`src/rtl/cpu_datapath.sv`:
```
// cpu_datapath: 8-bit accumulator-machine datapath that executes one
// 16-bit control word per clock and returns the current opcode.
//
// Ports:
//   CLK, RST_N          clock, asynchronous active-low reset
//   RUN                 1 = execute ctrl_wrd, 0 = treat it as all-zero
//   ctrl_wrd[15:0]      HLT AI AO BI MI RR RW II IO CI CO CE ALUOPTION ALUO DI FL
//   prog_we/addr/data   RAM loader, honoured only while stopped or halted
//   command             IR opcode field IR[7:4]
//   bus                 internal bus value
//   disp_out            display register
//   a_out, b_out        A and B registers
//   pc_out              program counter
//   flag_c, flag_z      carry / zero flags, updated on FL
//   halted, bus_err     sticky halt and sticky bus-contention flags
module cpu_datapath #(
   parameter int DATA_W = 8,
   parameter int ADDR_W = 4,
   parameter int OP_W   = 4
) (
   input  logic              CLK,
   input  logic              RST_N,
   input  logic              RUN,
   input  logic [15:0]       ctrl_wrd,
   input  logic              prog_we,
   input  logic [ADDR_W-1:0] prog_addr,
   input  logic [DATA_W-1:0] prog_data,
   output logic [OP_W-1:0]   command,
   output logic [DATA_W-1:0] bus,
   output logic [DATA_W-1:0] disp_out,
   output logic [DATA_W-1:0] a_out,
   output logic [DATA_W-1:0] b_out,
   output logic [ADDR_W-1:0] pc_out,
   output logic              flag_c,
   output logic              flag_z,
   output logic              halted,
   output logic              bus_err
);

   localparam int DEPTH = 1 << ADDR_W;

   logic [15:0]       eff;
   logic              hlt, ai, ao, bi, mi, rr, rw, ii;
   logic              io, ci, co, ce, alu_sub, aluo, di, fl;
   logic [ADDR_W-1:0] mar;
   logic [DATA_W-1:0] ir;
   logic [DATA_W-1:0] mem [0:DEPTH-1];
   logic [DATA_W-1:0] b_opnd;
   logic [DATA_W:0]   sum;
   logic [DATA_W-1:0] alu;
   logic [4:0]        drv;
   logic              multi;
   logic              prog_en;

   // Once halted the machine ignores the sequencer entirely.
   assign eff = (RUN && !halted) ? ctrl_wrd : 16'h0000;

   assign hlt     = eff[15];
   assign ai      = eff[14];
   assign ao      = eff[13];
   assign bi      = eff[12];
   assign mi      = eff[11];
   assign rr      = eff[10];
   assign rw      = eff[9];
   assign ii      = eff[8];
   assign io      = eff[7];
   assign ci      = eff[6];
   assign co      = eff[5];
   assign ce      = eff[4];
   assign alu_sub = eff[3];
   assign aluo    = eff[2];
   assign di      = eff[1];
   assign fl      = eff[0];

   // Subtract as A + ~B + 1, so carry-out means "no borrow".
   assign b_opnd = alu_sub ? ~b_out : b_out;
   assign sum    = {1'b0, a_out}
                 + {1'b0, b_opnd}
                 + {{DATA_W{1'b0}}, alu_sub};
   assign alu    = sum[DATA_W-1:0];

   assign command = ir[DATA_W-1 -: OP_W];

   // x & (x-1) is nonzero exactly when two or more drivers are on.
   assign drv   = {ao, rr, io, co, aluo};
   assign multi = |(drv & (drv - 5'd1));

   always_comb begin
      bus = '0;
      case (drv)
         5'b10000: bus = a_out;
         5'b01000: bus = mem[mar];
         5'b00100: bus = {{OP_W{1'b0}}, ir[DATA_W-OP_W-1:0]};
         5'b00010: bus = {{(DATA_W-ADDR_W){1'b0}}, pc_out};
         5'b00001: bus = alu;
         default:  bus = '0;
      endcase
   end

   assign prog_en = prog_we && (!RUN || halted);

   // RAM is deliberately not reset; loader write beats a bus write.
   always_ff @(posedge CLK) begin
      if (prog_en)
         mem[prog_addr] <= prog_data;
      else if (rw)
         mem[mar] <= bus;
   end

   always_ff @(posedge CLK or negedge RST_N) begin
      if (!RST_N) begin
         a_out    <= '0;
         b_out    <= '0;
         ir       <= '0;
         disp_out <= '0;
         pc_out   <= '0;
         mar      <= '0;
         flag_c   <= 1'b0;
         flag_z   <= 1'b0;
         halted   <= 1'b0;
         bus_err  <= 1'b0;
      end else begin
         if (ai) a_out    <= bus;
         if (bi) b_out    <= bus;
         if (ii) ir       <= bus;
         if (di) disp_out <= bus;
         if (mi) mar      <= bus[ADDR_W-1:0];
         if (ci)
            pc_out <= bus[ADDR_W-1:0];
         else if (ce)
            pc_out <= pc_out + ADDR_W'(1);
         if (fl) begin
            flag_c <= sum[DATA_W];
            flag_z <= (alu == '0);
         end
         if (hlt)   halted  <= 1'b1;
         if (multi) bus_err <= 1'b1;
      end
   end

endmodule

```
`config.mk`:
```
export PLATFORM = sky130hd
export DESIGN_NAME = cpu_datapath
export DESIGN_NICKNAME = d
export VERILOG_FILES = /design/src/rtl/cpu_datapath.sv
export SDC_FILE = /design/constraint.sdc
export NUM_CORES = 1
export LEC_CHECK = 0
export BUFFER_PORTS_ARGS = -buffer_cell sky130_fd_sc_hd__buf_2
export CORE_ASPECT_RATIO = 1.4
export CORE_UTILIZATION = 50
export DETAILED_ROUTE_END_ITERATION = 10
export GPL_TIMING_DRIVEN = 0
export PLACE_DENSITY = 0.69
export SETUP_SLACK_MARGIN = 0.2
export SYNTH_ARGS = -nofsm -noshare
export SYNTH_HDL_FRONTEND = slang
export SYNTH_SLANG_ARGS = --single-unit
```
`constraint.sdc`:
```
create_clock -name CLK -period 5.2 [get_ports CLK]
set_input_delay 0 -clock CLK [delete_from_list [all_inputs] [get_ports CLK]]
set_output_delay 0 -clock CLK [all_outputs]
set_load 0.05 [all_outputs]
```
# --- Yosys cells after proc, flatten, opt, wreduce, memory -nomap -nowiden ---
# Memories as Yosys holds them, arrays and structs flattened.
# Cells that the tools add are included.
totals:
  register_bits: 44
  ramBits: 128
  in_bits: 32
  out_inout_bits: 44
  elab_cells: 44
  n_memories: 1
memory_table:
  columns: ["name", "depth", "word_bits", "read_ports", "rd_ports_with_merged_regs", "write_ports", "line", "text"]
  rows:
  - ["mem", 16, 8, 1, 0, 1, "47", "logic [DATA_W-1:0] mem [0:DEPTH-1];"]
classes:
  add_sub_neg: 4
  n_eq_ne: 5
  muxes: 13
  bitwise_logic: 2
  n_reduce_logical: 9
ops:
  columns: ["op", "count"]
  rows:
  - ["$pmux W8 S5", 1]
  - ["$mux W16", 1]
  - ["$mux W8", 2]
  - ["$mux W4", 3]
  - ["$add A8 B8 Y9", 1]
  - ["$add A9 B1 Y9", 1]
  - ["$logic_not A8 Y1", 1]
  - ["$not A8 Y8", 1]
  - ["$reduce_or A8 Y1", 1]
  - ["$mux W1", 6]
  - ["$and A5 B5 Y5", 1]
  - ["$eq A5 B1 Y1 const B", 1]
  - ["$eq A5 B2 Y1 const B", 1]
  - ["$eq A5 B3 Y1 const B", 1]
  - ["$eq A5 B4 Y1 const B", 1]
  - ["$eq A5 B5 Y1 const B", 1]
  - ["$reduce_or A5 Y1", 1]
  - ["$sub A5 B1 Y5 const B", 1]
  - ["$add A4 B1 Y4 const B", 1]
  - ["$logic_and A1 B1 Y1", 2]
  - ["$logic_not A1 Y1", 2]
  - ["$reduce_bool A2 Y1", 1]
  - ["$logic_or A1 B1 Y1", 1]

# --- Logic depth before layout (Yosys ltp) ---
# Gate-level depths: netlist of the first run.
logic_depth:
  word_depth: 8
  ltp_mapped: 12

# --- Least setup slack after synthesis of the first run ---
# OpenSTA, ideal clock, no wires.
synth_path:
  path_type: "reg-to-reg"
  from: "reg halted"
  to: "mem mem[0][5] (data pin)"
  arrival_ns: 3.668
  t_required_ns: 4.870
  setup_slack_ns: 1.202
  stages_incl_launch_ff: 12
  path_buffers: 2
  cell_sequence: "dfrtp_1 > nor2b_1 > clkbuf_1 > clkbuf_1 > nand2_1 > xnor2_1 > ha_1 > a21oi_1 > mux2i_1 > nor4bb_1 > nor2_1 > o21ai_0"
synth_via:
  elab_chain_cells: 8
  elab_cells_between_ends: 19
synth_rtl:
  columns: ["element", "line", "text"]
  rows:
  - ["from (decl)", "36", "output logic halted,"]
  - ["from (signal assigned)", "120", "halted <= 1'b0;"]
  - ["from (signal assigned)", "136", "if (hlt) halted <= 1'b1;"]
  - ["$logic_not A1 Y1", "56", "assign eff = (RUN && !halted) ? ctrl_wrd : 16'h0000;"]
  - ["$logic_and A1 B1 Y1", "56", null]
  - ["$mux W16", "56", null]
  - ["$mux W8 / $mux W1 (equally long branches)", "76, 106", null]
  - ["$add A8 B8 Y9 / $mux W1 (equally long branches)", "78, 104", null]
  - ["$add A9 B1 Y9 / $mux W1 (equally long branches)", "79, 107", null]
  - ["$pmux W8 S5 / $reduce_or A8 Y1 (equally long branches)", null, null]
  - ["$mux W8 (no source line) (*)", null, null]
  - ["to (decl)", "47", null]
# Every way passes the cells marked *; elsewhere a longest branch is shown, timed or not.

# --- Worst setup path after layout of the first run ---
layout_path:
  from: "reg halted"
  to: "mem mem[0][2] (data pin)"
# The elaborated chain is that of the path after synthesis.

==> results of run 1 <==
[routing by layer]
| metal | part of all wire (%) | wire, um | track usage (%) |
|---|---|---|---|
| met1 | 37 | 7072 | 28.61 |
| met2 | 53 | 10020 | 44.97 |
| met3 | 5.6 | 1059 | 4.325 |
| met4 | 4.1 | 780 | 12.74 |
| met5 | 0 | 0 | 0 |
[placed cells by master, fill, tap and decap left out, types with 4 or more instances in the layout]
cell,n
nor2b_1,4
buf_4,5
o22ai_1,5
a21oi_1,18
dlygate4sd3_1,13
o21ai_0,32
nand3_1,4
clkbuf_16,17
mux4_2,30
a31oi_1,11
buf_2,80
o21ai_1,12
xnor2_1,10
ha_1,10
nand2_1,59
buf_6,4
inv_8,4
a22oi_1,4
mux2i_1,13
dfrtp_1,44
edfxtp_1,128
nand2b_1,4
nor2_1,32
nor3_1,5
clkbuf_1,11
inv_1,15
[stage by stage]
step / instances / setup WS [ns] / instance area, um^2 / total power (W)
finish: 847 / 0.4147 / 9052 / 0.003051
global route: 847 / 0.2039 / 9052 / 0.003124
CTS: 847 / 0.3055 / 9045 / 0.003058
detailed placement: 803 / 0.1488 / 8308 / 0.001773
global placement: 802 / 0.06929 / 8300 / 0.001766
floorplan: 538 / 1.202 / 7700 / 0.001698
[worst min path at each step]
stage                           end  slack [ns]   startpoint  depth (start not counted)
final                     pc_out[2]        0.02  ctrl_wrd[4]                          4
after global routing      pc_out[2]        0.10  ctrl_wrd[4]                          4
after CTS                 pc_out[2]        0.02  ctrl_wrd[4]                          4
after detailed placement    bus_err        0.21        RST_N                          1
after global placement    pc_out[3]        0.19        RST_N                          1
after floorplan            a_out[0]       -0.30        RST_N                          0
[repair_timing]
action                                  in CTS  in global routing
endpoints found under the setup margin      32                 32
gates resized for setup                      2                  2
hold endpoints to repair                    62                  0
hold buffers                                13                  0
[kinds of logic after synthesis]
group	Yosys count
AOI/OAI and AO/OA	111
xor gates and xnor gates	13
and+or+nand+nor	139
adders and majority gates	12
DFF	172
muxes	46
buffers and inverters	45
[power groups by stage]
stage          Clock [W]  Combinational, W  Sequential (W)
6_report         0.00130          0.000223         0.00153
5_1_grt          0.00135          0.000239         0.00154
4_1_cts          0.00130          0.000221         0.00153
3_5_place_dp           0          0.000211         0.00156
3_3_place_gp           0          0.000205         0.00156
2_1_floorplan          0         0.0000846         0.00161
[final cells by class]
class / instances / area, um^2 / share of cell area (%)
plain buffers: 29 / 165.2 / 1.824
clock buffers: 17 / 425.4 / 4.699
clock inverters: 14 / 181.4 / 2.004
repair buffers: 86 / 498.0 / 5.501
inverters: 16 / 60.06 / 0.6634
flip-flops and latches: 172 / 4945 / 54.62
multi-input cells: 321 / 2537 / 28.03
well taps: 192 / 240.2 / 2.654
[flip-flops by register name, indices dropped and copies added (netlist names)]
signal / count
flag_z: 1
b_out: 8
mar: 4
pc_out: 4
flag_c: 1
bus_err: 1
a_out: 8
mem: 128
disp_out: 8
ir: 8
halted: 1
[critical path, delay by kind of cell (launching register included)]
kind,cells,cell delay (ns)
AO/OA/AOI/OAI,3,0.92
buffers and inverters,2,0.81
flip-flops,1,0.42
XOR/XNOR,2,0.48
adder cells (fa/ha/maj),1,0.44
AND/OR/NAND/NOR,3,1.30
==> metrics, run 1 <==
clk_lat worst skew 0.43 ns; nets@finish 686; R2R depth 11; P_leak 3.410 nW; total wire length 18930 um; post-layout min period 4.785 ns; cell with the most instances after synthesis edfxtp_1; CTS H-tree depth 4; status complete, no violations; grt ovf 0; Worst Path Arrival 4.80 ns; CP startpoint kind flop; fmax 0.2090 GHz; number of synthesized register bits 172; area growth from synthesis to layout 17.57%; share of layout cells above drive strength 1 24.73%; switching component of the power 0.0007446 W; Post-route DRC 0; crit-path max FO 16; Cell variety after synth 65; pwr/cell area 337.1 nW/um^2; largest family of logic cells by synthesized area multiplexers; cell internal pwr 0.002307 W; post-DR vias/cell 5.956; Total Die Area 15910 um^2; adder-cell share of the synthesized area 2.015%; multiplexer area fraction after synthesis 11.29%; crit path to mem[0][2]; largest net degree at the start of global routing 45; initial core utilization 51.15%; xor/xnor share of the synthesized area 1.479%; placer congestion estimate 0.8467; Post-synth ARST share 25.58%; Slew HR 30.26%; Crit path largest cell delay 0.79 ns; reg2reg setup slack 0.41 ns; vias in the first global route 5133; TritonRoute pass-1 iters 5; Synth Warn # 0; Min-Delay Path Class input port to flop; Clock transition at path regs 0.07 ns; Slew Viols, Final 0; Synthesized Nets 581; cell count after synthesis 538; FILL cells 1136; CP Data Required Time 5.21 ns; cell mode on critical path clkbuf_1; number of synthesized flops with an enable pin 128; worst slew pin tran 1.039 ns; most area-consuming cells after synthesis edfxtp_1 50%, dfrtp_1 14%, mux4_2 8.8%; reg2reg end mem[0][2]; register share of total power 50.2%; slowest CP cell nor3_2; All-Layer GR Usage 25.09%; dominant cell type by area after synthesis edfxtp_1; RSZ-0062 raised after global routing no; Cell Area, Synth 7700 um^2; Detail Route Antenna Nets 0; first-pass GRT wire length 28540 um; core area 15050 um^2; max cap viols 0; worst path cell trace nor2b_1, clkbuf_1, clkbuf_1, nand2_1, xnor2_1, fa_1, xor2_1, a22oi_1, o21ai_0, nor3_2, o21ai_1; ys flop type edfxtp_1; Avg Cell Area, Syn 14.31 um^2; critical path endpoint category flop; Core Rows 53; TritonCTS clock tree built; Clock Skews 0.008928 ns; Die Height 148.8 um; power share of the combinational group 7.3%; number of port buffers 72; worst vdd ir 0.1885 mV; postcts setup bufs 0; clock sink total 172; share of the synthesized area in the top cell type 49.92%; Synth Area in Simple Gates 8.872%; antenna violations before repair 0; final setup fails 0; Clock Root Buffer clkbuf_16; period utilization 92.03%; WHS 0.02290 ns; Initial DRC Count 445; post-synthesis compound-gate area fraction 9.197%; power share of the clock group 42.5%; CTS buffer count 17; Post-DP HPWL 13360 um; CTS max path bufs 2; Wirelength per Cell 22.35 um; worst reg2reg path startpoint halted; worst setup path class flop to flop; synth cell count leaders 128 x edfxtp_1, 59 x nand2_1, 44 x dfrtp_1, 38 x o21ai_0, 32 x nor2_1; CP startpoint halted; vias after detailed routing 5045; IO Pins 76; switching share of total power 24.40%; antenna diode count 0; Setup TNS 0 ns; Final Hold Viols 0; sequential area share after synthesis 64.22%; Die Width 106.9 um; Core Util, Final 60.14%
(Power assumes the default switching activity.)
==> inputs of run 2 (changes only) <==
--- a/config.mk
+++ b/config.mk
@@ -5,12 +5,13 @@
 export SDC_FILE = /design/constraint.sdc
 export NUM_CORES = 1
 export LEC_CHECK = 0
+export ABC_AREA = 1
 export BUFFER_PORTS_ARGS = -buffer_cell sky130_fd_sc_hd__buf_2
 export CORE_ASPECT_RATIO = 1.4
-export CORE_UTILIZATION = 50
+export CORE_UTILIZATION = 59
 export DETAILED_ROUTE_END_ITERATION = 10
 export GPL_TIMING_DRIVEN = 0
-export PLACE_DENSITY = 0.69
+export PLACE_DENSITY = 0.79
 export SETUP_SLACK_MARGIN = 0.2
 export SYNTH_ARGS = -nofsm -noshare
 export SYNTH_HDL_FRONTEND = slang
==> metrics, run 2 <==
status complete, no violations (unchanged); Hold Path Stages 4 (unchanged); Largest register FFs 128 (unchanged); pwr/cell area 305.3 nW/um^2 (was 337.1 nW/um^2); worst vdd ir 0.1917 mV (was 0.1885 mV); antenna diode count 0 (unchanged); postcts setup bufs 0 (unchanged); clk_lat worst skew 0.43 ns (about the same); Die Width 100.3 um (was 106.9 um); CP startpoint kind flop (unchanged); nets@finish 981 (was 686); Min-Delay Path Class input port to flop (unchanged); Crit path largest cell delay 0.42 ns (was 0.79 ns); RSZ-0062 raised after global routing no (unchanged); TritonRoute pass-1 iters 6 (was 5); Synth Warn # 0 (unchanged); number of port buffers 75 (was 72); ys flop type edfxtp_1 (unchanged); dominant cell type by area after synthesis edfxtp_1 (unchanged); crit-path max FO 16 (unchanged); IO Pins 76 (unchanged); Post-synth ARST share 25.58% (unchanged); post-layout min period 3.240 ns (was 4.785 ns); Setup TNS 0 ns (unchanged); Core Rows 49 (was 53); commonest non-fill, non-tap cell in the layout nand2_1 (was edfxtp_1); Cell Area, Synth 7980 um^2 (was 7700 um^2); # hold bufs at CTS 8 (was 13); Avg Cell Area, Syn 9.546 um^2 (was 14.31 um^2); area growth from synthesis to layout 15.51% (was 17.57%); Critical path buffers and inverters 2 (unchanged); grt ovf 0 (unchanged); reg2reg end mem[9][6] (was mem[0][2]); worst setup path class flop to flop (unchanged); number of synthesized flops with an enable pin 128 (unchanged); family with the most delay on the worst path simple AND/OR/NAND/NOR gates (unchanged); Clock Skews 0.01295 ns (was 0.008928 ns); final setup fails 0 (unchanged); synth cell count leaders 321 x nand2_1, 128 x edfxtp_1, 75 x nor2_1, 69 x nand3_1, 44 x dfrtp_1 (was 128 x edfxtp_1, 59 x nand2_1, 44 x dfrtp_1, 38 x o21ai_0, 32 x nor2_1); Multi-input gate area 2680 um^2 (was 2537 um^2); Detail Route Antenna Nets 0 (unchanged); slowest CP cell dfrtp_1 (was nor3_2); Wirelength per Cell 18.97 um (was 22.35 um); first-pass GRT wire length 32470 um (was 28540 um); critical path endpoint category flop (unchanged); R2R depth 13 (was 11); initial core utilization 61.40% (was 51.15%); largest net degree at the start of global routing 45 (unchanged); worst path cell trace inv_1, nand3_2, xnor2_1, ha_1, nand2_1, inv_1, nand4_1, nand3_1, xor2_1, nand2_1, nand3_1, nand2_1, nand2_1 (was nor2b_1, clkbuf_1, clkbuf_1, nand2_1, xnor2_1, fa_1, xor2_1, a22oi_1, o21ai_0, nor3_2, o21ai_1); hold path endpoint bus_err (was pc_out[2]); Slew Viols, Final 0 (unchanged); Clock Root Buffer clkbuf_16 (unchanged); post-DR vias/cell 5.687 (was 5.956); Initial DRC Count 542 (was 445); max cap viols 0 (unchanged); reg2reg setup slack 1.96 ns (was 0.41 ns); largest reg by FF count mem (unchanged); CP Data Required Time 5.23 ns (was 5.21 ns); Min-Delay Startpoint ctrl_wrd[10] (was ctrl_wrd[4]); FILL cells 993 (was 1136); commonest non-fill, non-tap cells in the layout 321 x nand2_1, 128 x edfxtp_1, 89 x buf_2 (was 128 x edfxtp_1, 80 x buf_2, 59 x nand2_1); Post-route DRC 0 (unchanged); Seq. cell area 4945 um^2 (unchanged); CTS buffer count 17 (unchanged); cell mode on critical path nand2_1 (was clkbuf_1); Total Die Area 14000 um^2 (was 15910 um^2); period utilization 62.31% (was 92.03%); fmax 0.3086 GHz (was 0.2090 GHz); placer congestion estimate 0.9240 (was 0.8467); antenna violations before repair 0 (unchanged); TritonCTS clock tree built (unchanged); worst slew pin tran 1.034 ns (was 1.039 ns); CTS H-tree depth 4 (unchanged); Clock transition at path regs 0.07 ns (about the same); worst reg2reg path startpoint halted (unchanged); cell count after synthesis 836 (was 538); cts repair resizes 0 (was 2); Cell variety after synth 38 (was 65); Die Height 139.6 um (was 148.8 um); clock sink total 172 (unchanged); WHS 0.01188 ns (was 0.02290 ns); Synthesized Nets 879 (was 581); share of the synthesized area in the top cell type 48.17% (was 49.92%); number of synthesized register bits 172 (unchanged); Slew HR 30.81% (was 30.26%); P_leak 4.209 nW (was 3.410 nW); total wire length 21400 um (was 18930 um); Post-DP HPWL 14440 um (was 13360 um); core area 13000 um^2 (was 15050 um^2); share of layout cells above drive strength 1 15.68% (was 24.73%); DP Area 8578 um^2 (was 8308 um^2); Final Hold Viols 0 (unchanged); cell with the most instances after synthesis nand2_1 (was edfxtp_1); CTS max path bufs 2 (unchanged); sequential area share after synthesis 61.96% (was 64.22%); Worst Path Arrival 3.27 ns (was 4.80 ns); final instance area 9218 um^2 (was 9052 um^2); most area-consuming cells after synthesis edfxtp_1 48%, nand2_1 15%, dfrtp_1 14% (was edfxtp_1 50%, dfrtp_1 14%, mux4_2 8.8%); vias in the first global route 6070 (was 5133); Final Power 0.002814 W (was 0.003051 W); vias after detailed routing 6415 (was 5045); All-Layer GR Usage 31.65% (was 25.09%)
==> run 2: tightest hold or removal path, delay by kind of cell <==
kind / cells / cell delay [ns]
compound gates: 2 / 0.21
buf+inv: 1 / 0.12
simple gates: 1 / 0.07
==> run 2: metal layers <==
metal	share of wire, %	vias to the layer above	global-route usage [%]
li1	-	2980	-
met1	37	2992	37.41
met2	51	373	54.43
met3	8.3	70	5.726
met4	4.3	0	16.70
met5	0	-	0
==> run 2: worst max-delay path by stage <==
| stage | start | to | cells past startpoint |
|---|---|---|---|
| 4_1_cts | halted | mem[9][6] | 11 |
| 2_1_floorplan | halted | mem[0][6] | 11 |
| 3_3_place_gp | halted | mem[6][6] | 11 |
| 5_1_grt | halted | mem[9][6] | 13 |
| 6_report | halted | mem[9][6] | 13 |
| 3_5_place_dp | halted | mem[6][6] | 11 |
==> run 2: kinds of logic (layout without fill, tap and decap cells) <==
group,count (synthesis),after routing,share of synthesized area [%]
buf+inv,81,195,4.453
flops,172,172,61.96
simple gates,488,488,24.91
fa+ha+maj,11,11,1.819
xor+xnor,12,12,1.317
compound gates,72,72,5.535
==> run 2: layout make-up <==
cell class | instances | area share (%)
multi-input cells | 583 | 29.08
well taps | 178 | 2.416
flip-flops and latches | 172 | 53.64
inverters | 50 | 2.036
plain buffers | 31 | 1.819
repair buffers | 83 | 4.941
clock buffers | 17 | 4.615
clock inverters | 14 | 1.452
==> run 2: where the power goes <==
group	switching [W]	total [W]	internal (W)
clock network	0.000552	0.00122	0.000666
registers	0.00000486	0.00150	0.00149
logic	0.0000707	0.0000986	0.0000279
total	0.000628	0.00281	0.00219
==> run 2: stage by stage <==
| stage | instances | util [%] | setup WS, ns |
|---|---|---|---|
| floorplan | 836 | - | 2.003 |
| global placement | 1089 | 66.00 | 2.048 |
| detailed placement | 1089 | 66.00 | 2.017 |
| CTS | 1128 | 70.92 | 2.005 |
| global route | 1128 | 70.92 | 1.771 |
| finish | 1128 | 70.92 | 1.960 |
